<file path="src/rtl/df_window_gen.sv">
// df_window_gen: turns a stream of 16-bit samples into sliding windows of
// KSIZE taps, emitting one window every STRIDE accepted taps over a frame
// of SIG_LEN real samples. Windows go out on a valid/ready handshake.
// Optional feature: define DF_WIN_PAD_EN to surround each frame with
// (KSIZE-1)/2 zero samples on both sides.
module df_window_gen #(
  parameter int KSIZE   = 3,
  parameter int STRIDE  = 1,
  parameter int SIG_LEN = 256
) (
  input  logic                 clk,
  input  logic                 rst,
  input  logic                 start,
  input  logic signed [15:0]   x,
  input  logic                 in_valid,
  output logic                 in_ready,
  output logic [16*KSIZE-1:0]  win,
  output logic                 win_valid,
  input  logic                 out_ready,
  output logic                 win_last,
  output logic                 frame_done
);

  localparam int W  = 16 * KSIZE;
  localparam int HW = 16 * (KSIZE - 1);
`ifdef DF_WIN_PAD_EN
  localparam int PAD = (KSIZE - 1) / 2;
`else
  localparam int PAD = 0;
`endif
  localparam int FLEN = SIG_LEN + 2 * PAD;
  localparam int NWIN = (FLEN - KSIZE) / STRIDE + 1;

  localparam logic [12:0] SIG_LEN_C = 13'(SIG_LEN);
  localparam logic [12:0] NWIN_C    = 13'(NWIN);
  localparam logic [4:0]  K_C       = 5'(KSIZE);
  localparam logic [4:0]  KM1_C     = 5'(KSIZE - 1);
  localparam logic [4:0]  SM1_C     = 5'(STRIDE - 1);
  localparam logic [4:0]  PAD_C     = 5'(PAD);

  typedef enum logic [2:0] {IDLE, FILL, RUN, FLUSH, DONE} state_t;

  state_t         state_q, state_d;
  // Only the KSIZE-1 older taps are stored; the incoming sample completes
  // the window, so the registered window is built from history plus it.
  logic [HW-1:0]  hist_q, hist_d;
  logic [W-1:0]   win_q, win_d;
  logic           win_valid_q, win_valid_d;
  logic           win_last_q, win_last_d;
  logic [12:0]    acc_cnt_q, acc_cnt_d;
  logic [12:0]    win_cnt_q, win_cnt_d;
  logic [4:0]     fill_cnt_q, fill_cnt_d;
  logic [4:0]     str_cnt_q, str_cnt_d;
  logic           last_seen_q, last_seen_d;
`ifdef DF_WIN_PAD_EN
  logic [4:0]     pad_cnt_q, pad_cnt_d;
`endif

  logic           stall;
  logic           in_ready_c;
  logic           accept;
  logic           final_hs;
  logic           shift;
  logic [15:0]    shift_val;
  logic           emit;
  logic [W-1:0]   new_win;

  assign stall      = win_valid_q && !out_ready;
  assign in_ready_c = ((state_q == FILL) || (state_q == RUN)) && !stall &&
                      (acc_cnt_q != SIG_LEN_C);
  assign accept     = in_valid && in_ready_c;
  assign final_hs   = win_valid_q && win_last_q && out_ready;

  // Next-state, tap shifting and window emission for the whole frame.
  always_comb begin
    state_d     = state_q;
    hist_d      = hist_q;
    win_d       = win_q;
    win_valid_d = win_valid_q;
    win_last_d  = win_last_q;
    acc_cnt_d   = acc_cnt_q;
    win_cnt_d   = win_cnt_q;
    fill_cnt_d  = fill_cnt_q;
    str_cnt_d   = str_cnt_q;
    last_seen_d = last_seen_q;
`ifdef DF_WIN_PAD_EN
    pad_cnt_d   = pad_cnt_q;
`endif
    shift       = 1'b0;
    shift_val   = '0;
    emit        = 1'b0;

    case (state_q)
      IDLE: begin
        if (start) begin
          state_d     = FILL;
          hist_d      = '0;
          acc_cnt_d   = '0;
          win_cnt_d   = '0;
          fill_cnt_d  = PAD_C;
          str_cnt_d   = '0;
          last_seen_d = 1'b0;
`ifdef DF_WIN_PAD_EN
          pad_cnt_d   = '0;
`endif
        end
      end
      FILL, RUN: begin
        if (accept) begin
          shift     = 1'b1;
          shift_val = x;
          acc_cnt_d = acc_cnt_q + 13'd1;
          if ((state_q == FILL) && (fill_cnt_q == KM1_C)) state_d = RUN;
        end
`ifdef DF_WIN_PAD_EN
        if (accept && (acc_cnt_q == SIG_LEN_C - 13'd1)) state_d = FLUSH;
`else
        if ((acc_cnt_q == SIG_LEN_C) && (final_hs || last_seen_q)) state_d = DONE;
`endif
      end
`ifdef DF_WIN_PAD_EN
      FLUSH: begin
        if (!stall && (pad_cnt_q != PAD_C)) begin
          shift     = 1'b1;
          shift_val = '0;
          pad_cnt_d = pad_cnt_q + 5'd1;
        end
        if ((pad_cnt_q == PAD_C) && (final_hs || last_seen_q)) state_d = DONE;
      end
`endif
      DONE:    state_d = IDLE;
      default: state_d = IDLE;
    endcase

    new_win = {shift_val, hist_q};

    if (shift) begin
      hist_d = new_win[W-1:16];
      if (fill_cnt_q != K_C) fill_cnt_d = fill_cnt_q + 5'd1;
      if ((win_cnt_q != NWIN_C) &&
          ((fill_cnt_q == KM1_C) || ((fill_cnt_q == K_C) && (str_cnt_q == SM1_C))))
        emit = 1'b1;
      if (fill_cnt_q == K_C) str_cnt_d = emit ? 5'd0 : str_cnt_q + 5'd1;
    end

    if (win_valid_q && out_ready) begin
      win_valid_d = 1'b0;
      win_last_d  = 1'b0;
    end
    if (final_hs) last_seen_d = 1'b1;

    if (emit) begin
      win_d       = new_win;
      win_valid_d = 1'b1;
      win_last_d  = (win_cnt_q == NWIN_C - 13'd1);
      win_cnt_d   = win_cnt_q + 13'd1;
    end
  end

  // State, taps, counters and registered window output.
  always_ff @(posedge clk or negedge rst) begin
    if (!rst) begin
      state_q     <= IDLE;
      hist_q      <= '0;
      win_q       <= '0;
      win_valid_q <= 1'b0;
      win_last_q  <= 1'b0;
      acc_cnt_q   <= '0;
      win_cnt_q   <= '0;
      fill_cnt_q  <= '0;
      str_cnt_q   <= '0;
      last_seen_q <= 1'b0;
`ifdef DF_WIN_PAD_EN
      pad_cnt_q   <= '0;
`endif
    end else begin
      state_q     <= state_d;
      hist_q      <= hist_d;
      win_q       <= win_d;
      win_valid_q <= win_valid_d;
      win_last_q  <= win_last_d;
      acc_cnt_q   <= acc_cnt_d;
      win_cnt_q   <= win_cnt_d;
      fill_cnt_q  <= fill_cnt_d;
      str_cnt_q   <= str_cnt_d;
      last_seen_q <= last_seen_d;
`ifdef DF_WIN_PAD_EN
      pad_cnt_q   <= pad_cnt_d;
`endif
    end
  end

  assign in_ready   = in_ready_c;
  assign win        = win_q;
  assign win_valid  = win_valid_q;
  assign win_last   = win_last_q;
  assign frame_done = (state_q == DONE);

endmodule

</file>
<file path="config.mk">
export PLATFORM = sky130hd
export DESIGN_NAME = df_window_gen
export DESIGN_NICKNAME = d
export VERILOG_FILES = /design/src/rtl/df_window_gen.sv
export SDC_FILE = /design/constraint.sdc
export NUM_CORES = 1
export LEC_CHECK = 0
export CORE_MARGIN = 2
export CORE_UTILIZATION = 55
export DETAILED_ROUTE_END_ITERATION = 10
export GPL_ROUTABILITY_DRIVEN = 0
export PLACE_DENSITY = 0.8
export SETUP_SLACK_MARGIN = 0.05
export SLEW_MARGIN = 30
export SYNTH_ARGS = -nofsm -noshare
export SYNTH_HDL_FRONTEND = slang
export SYNTH_SLANG_ARGS = --single-unit
</file>
<file path="constraint.sdc">
create_clock -name clk -period 3 [get_ports clk]
set_input_delay 0.3 -clock clk [delete_from_list [all_inputs] [get_ports clk]]
set_output_delay 0.3 -clock clk [all_outputs]
set_load 0.02 [all_outputs]
</file>
* Yosys cells after proc, flatten, opt, wreduce, memory -nomap -nowiden *
Index checks and enable logic that the tools add are counted.

storage, ports and cells
  input bits = 21
  flip-flop bits (word level) = 122
  logic and storage cells = 95

cells by class
  reduce and logical (&&, ||, !) cells = 32
  eq/ne operators = 14
  add/subtract/negate cells = 4
  muxes and demuxes = 35

operators with widths
  cell                                             count
  2-to-1 mux 32 bit                                3
  2-to-1 mux 13 bit                                4
  2-to-1 mux 5 bit                                 9
  2-to-1 mux 16 bit                                2
  adder 13 x 1 -> 13 bit (second input constant)   2
  one-hot mux 13 bit (2 select lines)              1
  nonzero test 2 bit                               8
  == test 13 x 8 -> 1 bit (second input constant)  1
  == test 13 x 9 -> 1 bit (second input constant)  1
  != test 13 x 8 -> 1 bit (second input constant)  1
  != test 13 x 9 -> 1 bit (second input constant)  1
  2-to-1 mux 3 bit                                 4
  logical AND 1 bit                                11
  2-to-1 mux 1 bit                                 11
  adder 5 x 1 -> 5 bit (second input constant)     2
  == test 5 x 2 -> 1 bit (second input constant)   2
  != test 3 bit (second input constant)            2
  one-hot mux 3 bit (2 select lines)               1
  AND reduction 2 bit                              3
  AND reduction 3 bit                              2
  zero test 5 bit                                  1
  != test 5 x 2 -> 1 bit (second input constant)   1
  != test 2 bit (second input constant)            2
  == test 3 x 1 -> 1 bit (second input constant)   1
  other kinds (6)                                  9

* Longest topological paths before layout *
Gate-level depths: netlist of run 1.

  depth in word-level cells = 12
  depth in mapped cells = 10

* Worst setup path before layout of run 1 *
Ideal clock, no wire load.

  path type = reg2reg
  from = register win_cnt_q[9]
  to = register win_q[12] (netlist: win[12])
  library setup time = 125 ps
  period minus slack after synthesis = 2,125 ps
  stages on the path, launching flop included = 7
  slack = 875 ps
  data arrival time = 2,000 ps
  cells stage by stage = dfrtp_1 or4_4 nor4_4 a21oi_2 nand2_4 buf_4 mux2_2

on the way
  cells in the longest elaborated chain, start to end = 5

ends and longest elaborated chain
  item                            RTL line  RTL
  start: declaration              51        logic [12:0] win_cnt_q, win_cnt_d;
  start signal: assignment        183       win_cnt_q <= win_cnt_d;
  != test 13 x 8 -> 1 bit         140       if ((win_cnt_q != NWIN_C) &&
  logical AND 1 bit               140
  2-to-1 mux 1 bit                140
  2-to-1 mux 1 bit (2 in series)  137       if (shift) begin
  end signal: assignment          179       win_q <= win_d;
  end: declaration                47        logic [W-1:0] win_q, win_d;

No other way between the ends. The select of a mux whose other input is x is not followed.
A chain may end at the register's enable or synchronous reset.

* Worst setup path in the final report of run 1 *
  from = register acc_cnt_q[0]
  to = output in_ready

on the way
  cells in the longest elaborated chain, start to end = 2

ends and longest elaborated chain
  item                      RTL line  RTL
  start: declaration        50        logic [12:0] acc_cnt_q, acc_cnt_d;
  start signal: assignment  182       acc_cnt_q <= acc_cnt_d;
  != test 13 x 9 -> 1 bit   70        (acc_cnt_q != SIG_LEN_C);
  logical AND 1 bit         69        assign in_ready_c = ((state_q == FILL) || (state_q == RUN)) && !stall &&
  end: declaration          16        output logic in_ready,

No other way between the ends.

==> summary.txt, run 1 <==
CTS
  • Clock Tree Buf Depth: 2
  • Number of gates resized after CTS: 0
  • Clock latency of the later-clocked register in the worst-skew pair: 520 ps
  • H-tree levels: 4
  • TritonCTS clock tree: done
  • Reg clk slew, reported paths: 60 ps
  • TritonCTS Buffers: 17
  • Library cell used as clock root buffer: sky130_fd_sc_hd__clkbuf_8
  • Total clock sinks: 122

Logic synthesis
  • Most area-consuming cells after synthesis: sky130_fd_sc_hd__dfrtp_1, sky130_fd_sc_hd__o21ai_0, sky130_fd_sc_hd__mux2_2, sky130_fd_sc_hd__nand2_1, sky130_fd_sc_hd__nand3_1
  • Area leader, netlist: sky130_fd_sc_hd__dfrtp_1
  • Synthesized netlist net count: 557
  • Register area share after synthesis: between 50% and 60%
  • Post-synth top area share: 55.5%
  • Total of flip-flops plus latches after synthesis: 122
  • Number of distinct library cell variants in the gate-level netlist after synthesis: 54
  • Main flop type after synthesis: sky130_fd_sc_hd__dfrtp_1
  • Mapped Area: approximately 5500 um^2
  • Most common cell in the synthesized netlist: sky130_fd_sc_hd__dfrtp_1
  • Post-synth EDFFs: 0
  • Number of instances in the synthesized netlist: about 530
  • Number of synthesis warnings: 0
  • Share of flip-flops with an asynchronous set or reset: 100%
  • Average footprint of a synthesized cell: 10.4 um^2
  • Commonest cells post-synth: sky130_fd_sc_hd__dfrtp_1, sky130_fd_sc_hd__nand2_1, sky130_fd_sc_hd__o21ai_0

Detailed routing
  • Vias per cell: 5.95
  • Router iterations before antenna repair: 5
  • Drt wl/cell: between 15 and 20 um
  • Final wirelength: 13100 um
  • Final ANT Viol Nets: 0
  • Overall via count from detail_route: 4450
  • DRC: 0
  • Number of DRC markers in iteration 0: about 310

STA
  • Final Skew: 8.94 ps
  • Post-layout min period: 2690 ps
  • Final-report hold violation count: 0
  • Maximum operating frequency: around 370 MHz
  • Final critical-path setup slack: roughly 310 ps
  • Slew of the pin with the lowest slew margin: 883 ps
  • Final setup vio count: 0
  • Worst slew margin relative to its limit: 41.1%
  • Setup TNS: 0 ps
  • Unrepaired setup endpoints after global routing: no
  • Max-slew violation count: 0
  • Final cycle utilization of the critical path: 89.6%

Critical path
  • Critical path capture point type: output pin
  • Crit Path Category: flip-flop to output pin
  • Worst EP required: 2700 ps
  • Maximum fanout along the worst path: 5
  • Worst EP arrival: 2390 ps
  • Sort of element at the start of the critical path: flip-flop

Pwr
  • Switching power as a share of total power: around 36%
  • Overall power after layout: 6.65 mW
  • Worst VDD drop: about 0.47 mV
  • Pwr Density: ~950 nW/um^2
  • Register share of total power: 36.0%
  • Switching power of the nets: 2.38 mW
  • Internal cell power: 4.27 mW
  • Combinational share of power: 32.6%
  • Static leakage: 3.13 nW
  • Clock network fraction of design power: 31.4%

Layout
  • Total area of multi-input combinational cells: 2250 um^2
  • Flip-flop and latch area: 3050 um^2
  • Number of standard cells in the final layout excluding fillers: 748
  • Share of cells above drive strength 1: 13.3%
  • P&R area growth vs syn: 26.6%
  • Final layout net count: 632
  • Filler cell count: roughly 700
  • Number of antenna cells inserted: 0
  • Post-route cell area: 6970 um^2

Floorplanning
  • Placement row count: 36
  • Overall die area: 10800 um^2
  • Starting utilization of the core area: 56.6%
  • Ports placed on the boundary: 73
  • Height of the die: around 100 um
  • Die Width: 104 um
  • Core Area: 9730 um^2

GRT
  • GRT Total Usage: approximately a quarter
  • Vias in the first global route: between 4000 and 5000
  • Maximum number of pins on one net before global-route repair: 55
  • Wire length of the first global-routing pass: 21900 um
  • Global-route congestion overflow total: 0
  • Number of antenna violations at the first check in global routing: 0

Placed design
  • Cell area after placement: 6340 um^2
  • Setup slack at placement: 474 ps
  • Placed Cells: around 710
  • Sum of net half-perimeters after detailed placement: 8110 um
  • Quantity of I/O buffers inserted on ports: 72

Status
  • Outcome: completed

Job
  • MaxCap Viol Count: 0

Hold path
  • HP Class: primary input to asynchronous set/reset pin
cell type report:
class / instances / area share (%)
well taps: 133 / 2.39
clock buffers: 18 / 6.00
multi-input cells: 360 / 32.3
clock inverters: 14 / 2.68
repair buffers: 86 / 12.0
inverters: 15 / 0.808
flip-flops and latches: 122 / 43.8
critical path, stage by stage, from the launching register on:
cell and delay [ps]:
sky130_fd_sc_hd__dfrtp_1 420, sky130_fd_sc_hd__inv_1 70, sky130_fd_sc_hd__ha_1 150, sky130_fd_sc_hd__nor4bb_1 260, sky130_fd_sc_hd__nand3_1 180, sky130_fd_sc_hd__and3_1 240
sky130_fd_sc_hd__clkdlybuf4s50_1 550
registers in the layout (all words and copies together) (netlist names):
name and cells:
str_cnt_q 5, state_q 3, acc_cnt_q 13, win_valid 1
win 48, hist_q 32, win_last 1, win_cnt_q 13
last_seen_q 1, fill_cnt_q 5
path summary, 6_finish.rpt:
path / depth (start not counted) / start / slack [ps] / endpoint
max in group asynchronous: 3 / rst / 1840 / win[46]
min reg2reg: 1 / hist_q[11] / 490 / win[11]
min: 2 / rst / 350 / win_cnt_q[7]
max reg2reg: 6 / fill_cnt_q[1] / 440 / win[10]
min in group clk: 3 / x[2] / 360 / win[34]
max: 6 / acc_cnt_q[0] / 310 / in_ready
kinds of logic (layout without fill, tap and decap cells):
kind of cell | after synthesis | count (layout) | share of synthesized area (%)
mux | 37 | 37 | 7.48
fa+ha+maj | 9 | 9 | 2.05
buf+inv | 45 | 133 | 3.77
simple gates | 196 | 196 | 17.9
compound gates | 111 | 111 | 12.2
xor+xnor | 7 | 7 | 1.11
flops | 122 | 122 | 55.5
metrics by stage:
step	utilization (%)	hold slack [ps]
floorplan	-	4.41
global placement	65.2	356
detailed placement	65.2	365
CTS	71.5	348
global route	71.6	348
finish	71.6	347
routing by layer:
layer / global-route usage [%] / share of wire, % / vias up
met2: 42.7 / 52 / 175
met4: 10.7 / 2.2 / 0
li1: - / - / 2037
met5: 0 / 0 / -
met1: 32.2 / 41 / 2212
met3: 5.01 / 5.4 / 26
power groups by stage:
stage,Sequential (mW),Combinational (mW),Clock [mW]
after global placement,2.38,2.09,0
after detailed placement,2.40,2.14,0
after global routing,2.45,2.34,2.19
final,2.39,2.17,2.09
after floorplan,2.63,0.996,0
after CTS,2.39,2.17,2.10
repair_timing:
action | in CTS | in global routing
hold buffers | 1 | 0
setup endpoints to repair | 0 | 1
buffers inserted | 0 | 1
endpoints found under the hold margin | 46 | 0
cell usage in the layout, fill, tap and decap left out, types with 3 or more instances in the layout:
cell / Yosys / layout
sky130_fd_sc_hd__dfrtp_1: 122 / 122
sky130_fd_sc_hd__nand2_1: 77 / 76
sky130_fd_sc_hd__clkdlybuf4s50_1: 0 / 71
sky130_fd_sc_hd__o21ai_0: 68 / 68
sky130_fd_sc_hd__nand3_1: 50 / 50
sky130_fd_sc_hd__mux2_2: 26 / 26
sky130_fd_sc_hd__clkbuf_16: 0 / 16
sky130_fd_sc_hd__inv_1: 15 / 15
sky130_fd_sc_hd__nor2_1: 15 / 15
sky130_fd_sc_hd__buf_4: 3 / 13
sky130_fd_sc_hd__nor3_1: 12 / 12
sky130_fd_sc_hd__ha_1: 9 / 9
sky130_fd_sc_hd__nor4_1: 8 / 8
sky130_fd_sc_hd__a31oi_1: 7 / 7
sky130_fd_sc_hd__mux2_1: 7 / 7
sky130_fd_sc_hd__xnor2_1: 6 / 6
sky130_fd_sc_hd__nand4_1: 6 / 6
sky130_fd_sc_hd__o211ai_1: 6 / 6
sky130_fd_sc_hd__o31ai_1: 5 / 5
sky130_fd_sc_hd__inv_6: 0 / 5
sky130_fd_sc_hd__and3_1: 4 / 4
sky130_fd_sc_hd__mux2i_1: 4 / 4
sky130_fd_sc_hd__a21o_1: 4 / 4
sky130_fd_sc_hd__a221o_1: 4 / 4
sky130_fd_sc_hd__nand2b_1: 3 / 3
sky130_fd_sc_hd__or4_1: 3 / 3
sky130_fd_sc_hd__clkinv_4: 0 / 3
sky130_fd_sc_hd__bufinv_16: 0 / 3
Power figures use the tool's default switching activity.
==> run 2: changes to the inputs <==
GPL_TIMING_DRIVEN = 0   (was unset)
==> run 2 against run 1 <==
Effect of this change:
- critical path depth unchanged
- final area rose by 1.6%
- die area did not move
- setup slack worse by 92 ps
- sequential power about the same
- cell count rose by 2.7%
- first-iteration DRC count increased by 23%
- largest power group unchanged
- routed wire length increased by 7.7%
- sequential cell count stayed put
- clock skew up 4.2 ps
- clock-buffer cell count grew 2
- fmax fell by 3.3%
==> summary.txt, run 2 (synthesized netlist as in run 1, its figures left out) <==
STA
  • Slew of the pin with the lowest slew margin: 919 ps (+35.6 ps)
  • Worst hold margin: 281 ps (-65.8 ps)
  • Post-layout min period: 2780 ps (+92.1 ps)
  • Final-report hold violation count: 0 (unchanged)
  • Max-slew violation count: 0 (unchanged)
  • Final Skew: 13.2 ps (+4.22 ps)
  • Final setup vio count: 0 (unchanged)
  • Maximum operating frequency: 360 MHz (-3.3%)
  • Setup TNS: 0 ps (unchanged)
  • Unrepaired setup endpoints after global routing: no
  • Final cycle utilization of the critical path: 92.7% (+3.1 points)
  • Worst slew margin relative to its limit: 38.6% (-2.5 points)

GRT
  • GRT Total Usage: 27.7% (+2.3 points)
  • Global-route congestion overflow total: 0 (unchanged)
  • Number of antenna violations at the first check in global routing: 0 (unchanged)
  • Wire length of the first global-routing pass: 23400 um (+6.8%)
  • Maximum number of pins on one net before global-route repair: 67 (+22%)
  • Vias in the first global route: 4721 (+6.0%)

Floorplanning
  • Starting utilization of the core area: 56.6% (unchanged)
  • Overall die area: 10800 um^2 (unchanged)
  • Ports placed on the boundary: 73 (unchanged)
  • Placement row count: 36 (unchanged)
  • Height of the die: 104 um (unchanged)
  • Die Width: 104 um (unchanged)
  • Core Area: 9730 um^2 (unchanged)

Detailed routing
  • Final wirelength: 14100 um (+7.7%)
  • Router iterations before antenna repair: 5 (unchanged)
  • DRC: 0 (unchanged)
  • Overall via count from detail_route: 4601 (+3.4%)
  • Number of DRC markers in iteration 0: 381 (+23%)
  • Vias per cell: 5.99 (+0.70%)
  • Drt wl/cell: 18.3 um (+4.9%)
  • Final ANT Viol Nets: 0 (unchanged)

CTS
  • H-tree levels: 4 (unchanged)
  • Library cell used as clock root buffer: sky130_fd_sc_hd__clkbuf_8
  • Reg clk slew, reported paths: 60 ps (about the same)
  • Clock latency of the later-clocked register in the worst-skew pair: 530 ps (about the same)
  • Total clock sinks: 122 (unchanged)
  • TritonCTS Buffers: 17 (unchanged)
  • Clock Tree Buf Depth: 2 (unchanged)
  • TritonCTS clock tree: done

Placed design
  • Sum of net half-perimeters after detailed placement: 9560 um (+18%)
  • Quantity of I/O buffers inserted on ports: 72 (unchanged)
  • Cell area after placement: 6420 um^2 (+1.3%)

Critical path
  • Register-to-Register Path Depth: 11 (+5)
  • Start point of the critical path: state_q[1]
  • Maximum fanout along the worst path: 10 (+5)
  • Sort of element at the start of the critical path: flip-flop
  • Worst EP arrival: 2480 ps (+90 ps)
  • Crit Path Category: flip-flop to output pin
  • Critical path capture point type: output pin
  • Worst EP required: 2700 ps (about the same)
  • Worst reg2reg startpoint: acc_cnt_q[1]

Pwr
  • Switching power of the nets: 2.41 mW (+1.2%)
  • Pwr Density: 964 nW/um^2 (+1.0%)
  • Switching power as a share of total power: 35.3% (-0.50 points)
  • Clock network fraction of design power: 31.1% (-0.3 points)
  • Combinational share of power: 33.8% (+1.2 points)
  • Static leakage: 3.18 nW (+1.5%)
  • Register share of total power: 35.1% (-0.9 points)
  • Internal cell power: 4.41 mW (+3.4%)
  • Worst VDD drop: 0.628 mV (+33%)

Layout
  • Largest register FFs: 48 (unchanged)
  • Final core area utilization: 72.7% (+1.1 points)
  • Most frequent standard cell in the layout excluding fill and tap cells: sky130_fd_sc_hd__dfrtp_1
  • Post-route cell area: 7080 um^2 (+1.6%)
  • Final layout net count: 653 (+3.3%)
  • P&R area growth vs syn: 28.6%
  • Share of cells above drive strength 1: 13.9% (+0.52 points)
  • Number of antenna cells inserted: 0 (unchanged)
  • Commonest non-fill, non-tap cells in the layout: sky130_fd_sc_hd__dfrtp_1, sky130_fd_sc_hd__nand2_1, sky130_fd_sc_hd__clkdlybuf4s50_1

Status
  • Outcome: completed

Hold path
  • HP Class: primary input to asynchronous set/reset pin

Job
  • MaxCap Viol Count: 0 (unchanged)
==> run 2: changes by cell type in the layout (fill, tap and decap cells not counted), sizes merged <==
| cell | delta |
|---|---|
| buf | +12 |
| clkbuf | +11 |
| inv | -5 |
| clkinv | +2 |
| bufinv | +1 |
| clkinvlp | -1 |
==> run 2: timing repair <==
item                                    4_1_cts  5_1_grt
hold buffers                                  1        0
endpoints found under the setup margin        1        1
setup buffers                                 0        3
resized for setup                             3        1
pin swaps                                     0        2
hold endpoints to repair                     56        0
==> run 2: area by class of cell <==
cell class                 instances  area, um^2
inverter                          15        56.3
timing repair buffer              77         786
clock buffer                      20         445
sequential                       122        3050
fill                             700        2650
clock inverter                    11         169
tap                              133         166
buffer                            30         153
multi-input combinational        360        2250
==> run 2: through the flow <==
step	power, mW	instances	setup WS [ps]
floorplan	3.63	527	875
global placement	4.55	732	-2960
detailed placement	4.65	733	122
CTS	6.81	765	67.2
global route	7.13	768	121
finish	6.82	768	220
==> run 2: worst max-delay path, stage by stage, from the launching register on <==
cell and delay [ps]:
sky130_fd_sc_hd__dfrtp_1 360, sky130_fd_sc_hd__buf_2 170, sky130_fd_sc_hd__xnor2_1 180, sky130_fd_sc_hd__nor2_4 170
sky130_fd_sc_hd__buf_2 240, sky130_fd_sc_hd__and3_1 210, sky130_fd_sc_hd__clkdlybuf4s50_1 610
==> run 2: final timing paths <==
kind / endpoint / slack [ps]
setup / recovery: in_ready / 220
hold / removal: win_cnt_q[7] / 280
setup reg to reg: hist_q[26] / 420
hold reg to reg: win[11] / 490
max in group asynchronous: hist_q[27] / 2040
min in group clk: win[35] / 360
==> run 2: per-layer routing <==
metal	GRT usage, %	routed length [um]
met1	34.5	5640
met2	45.9	7190
met3	7.46	864
met4	11.7	381
met5	0	0
==> run 2: power by group through the flow <==
| stage | sequential (mW) | clock [mW] | combinational [mW] |
|---|---|---|---|
| 6_report | 2.39 | 2.12 | 2.31 |
| 5_1_grt | 2.44 | 2.22 | 2.47 |
| 4_1_cts | 2.39 | 2.13 | 2.29 |
| 3_5_place_dp | 2.41 | 0 | 2.24 |
| 3_3_place_gp | 2.39 | 0 | 2.16 |
| 2_1_floorplan | 2.63 | 0 | 0.996 |
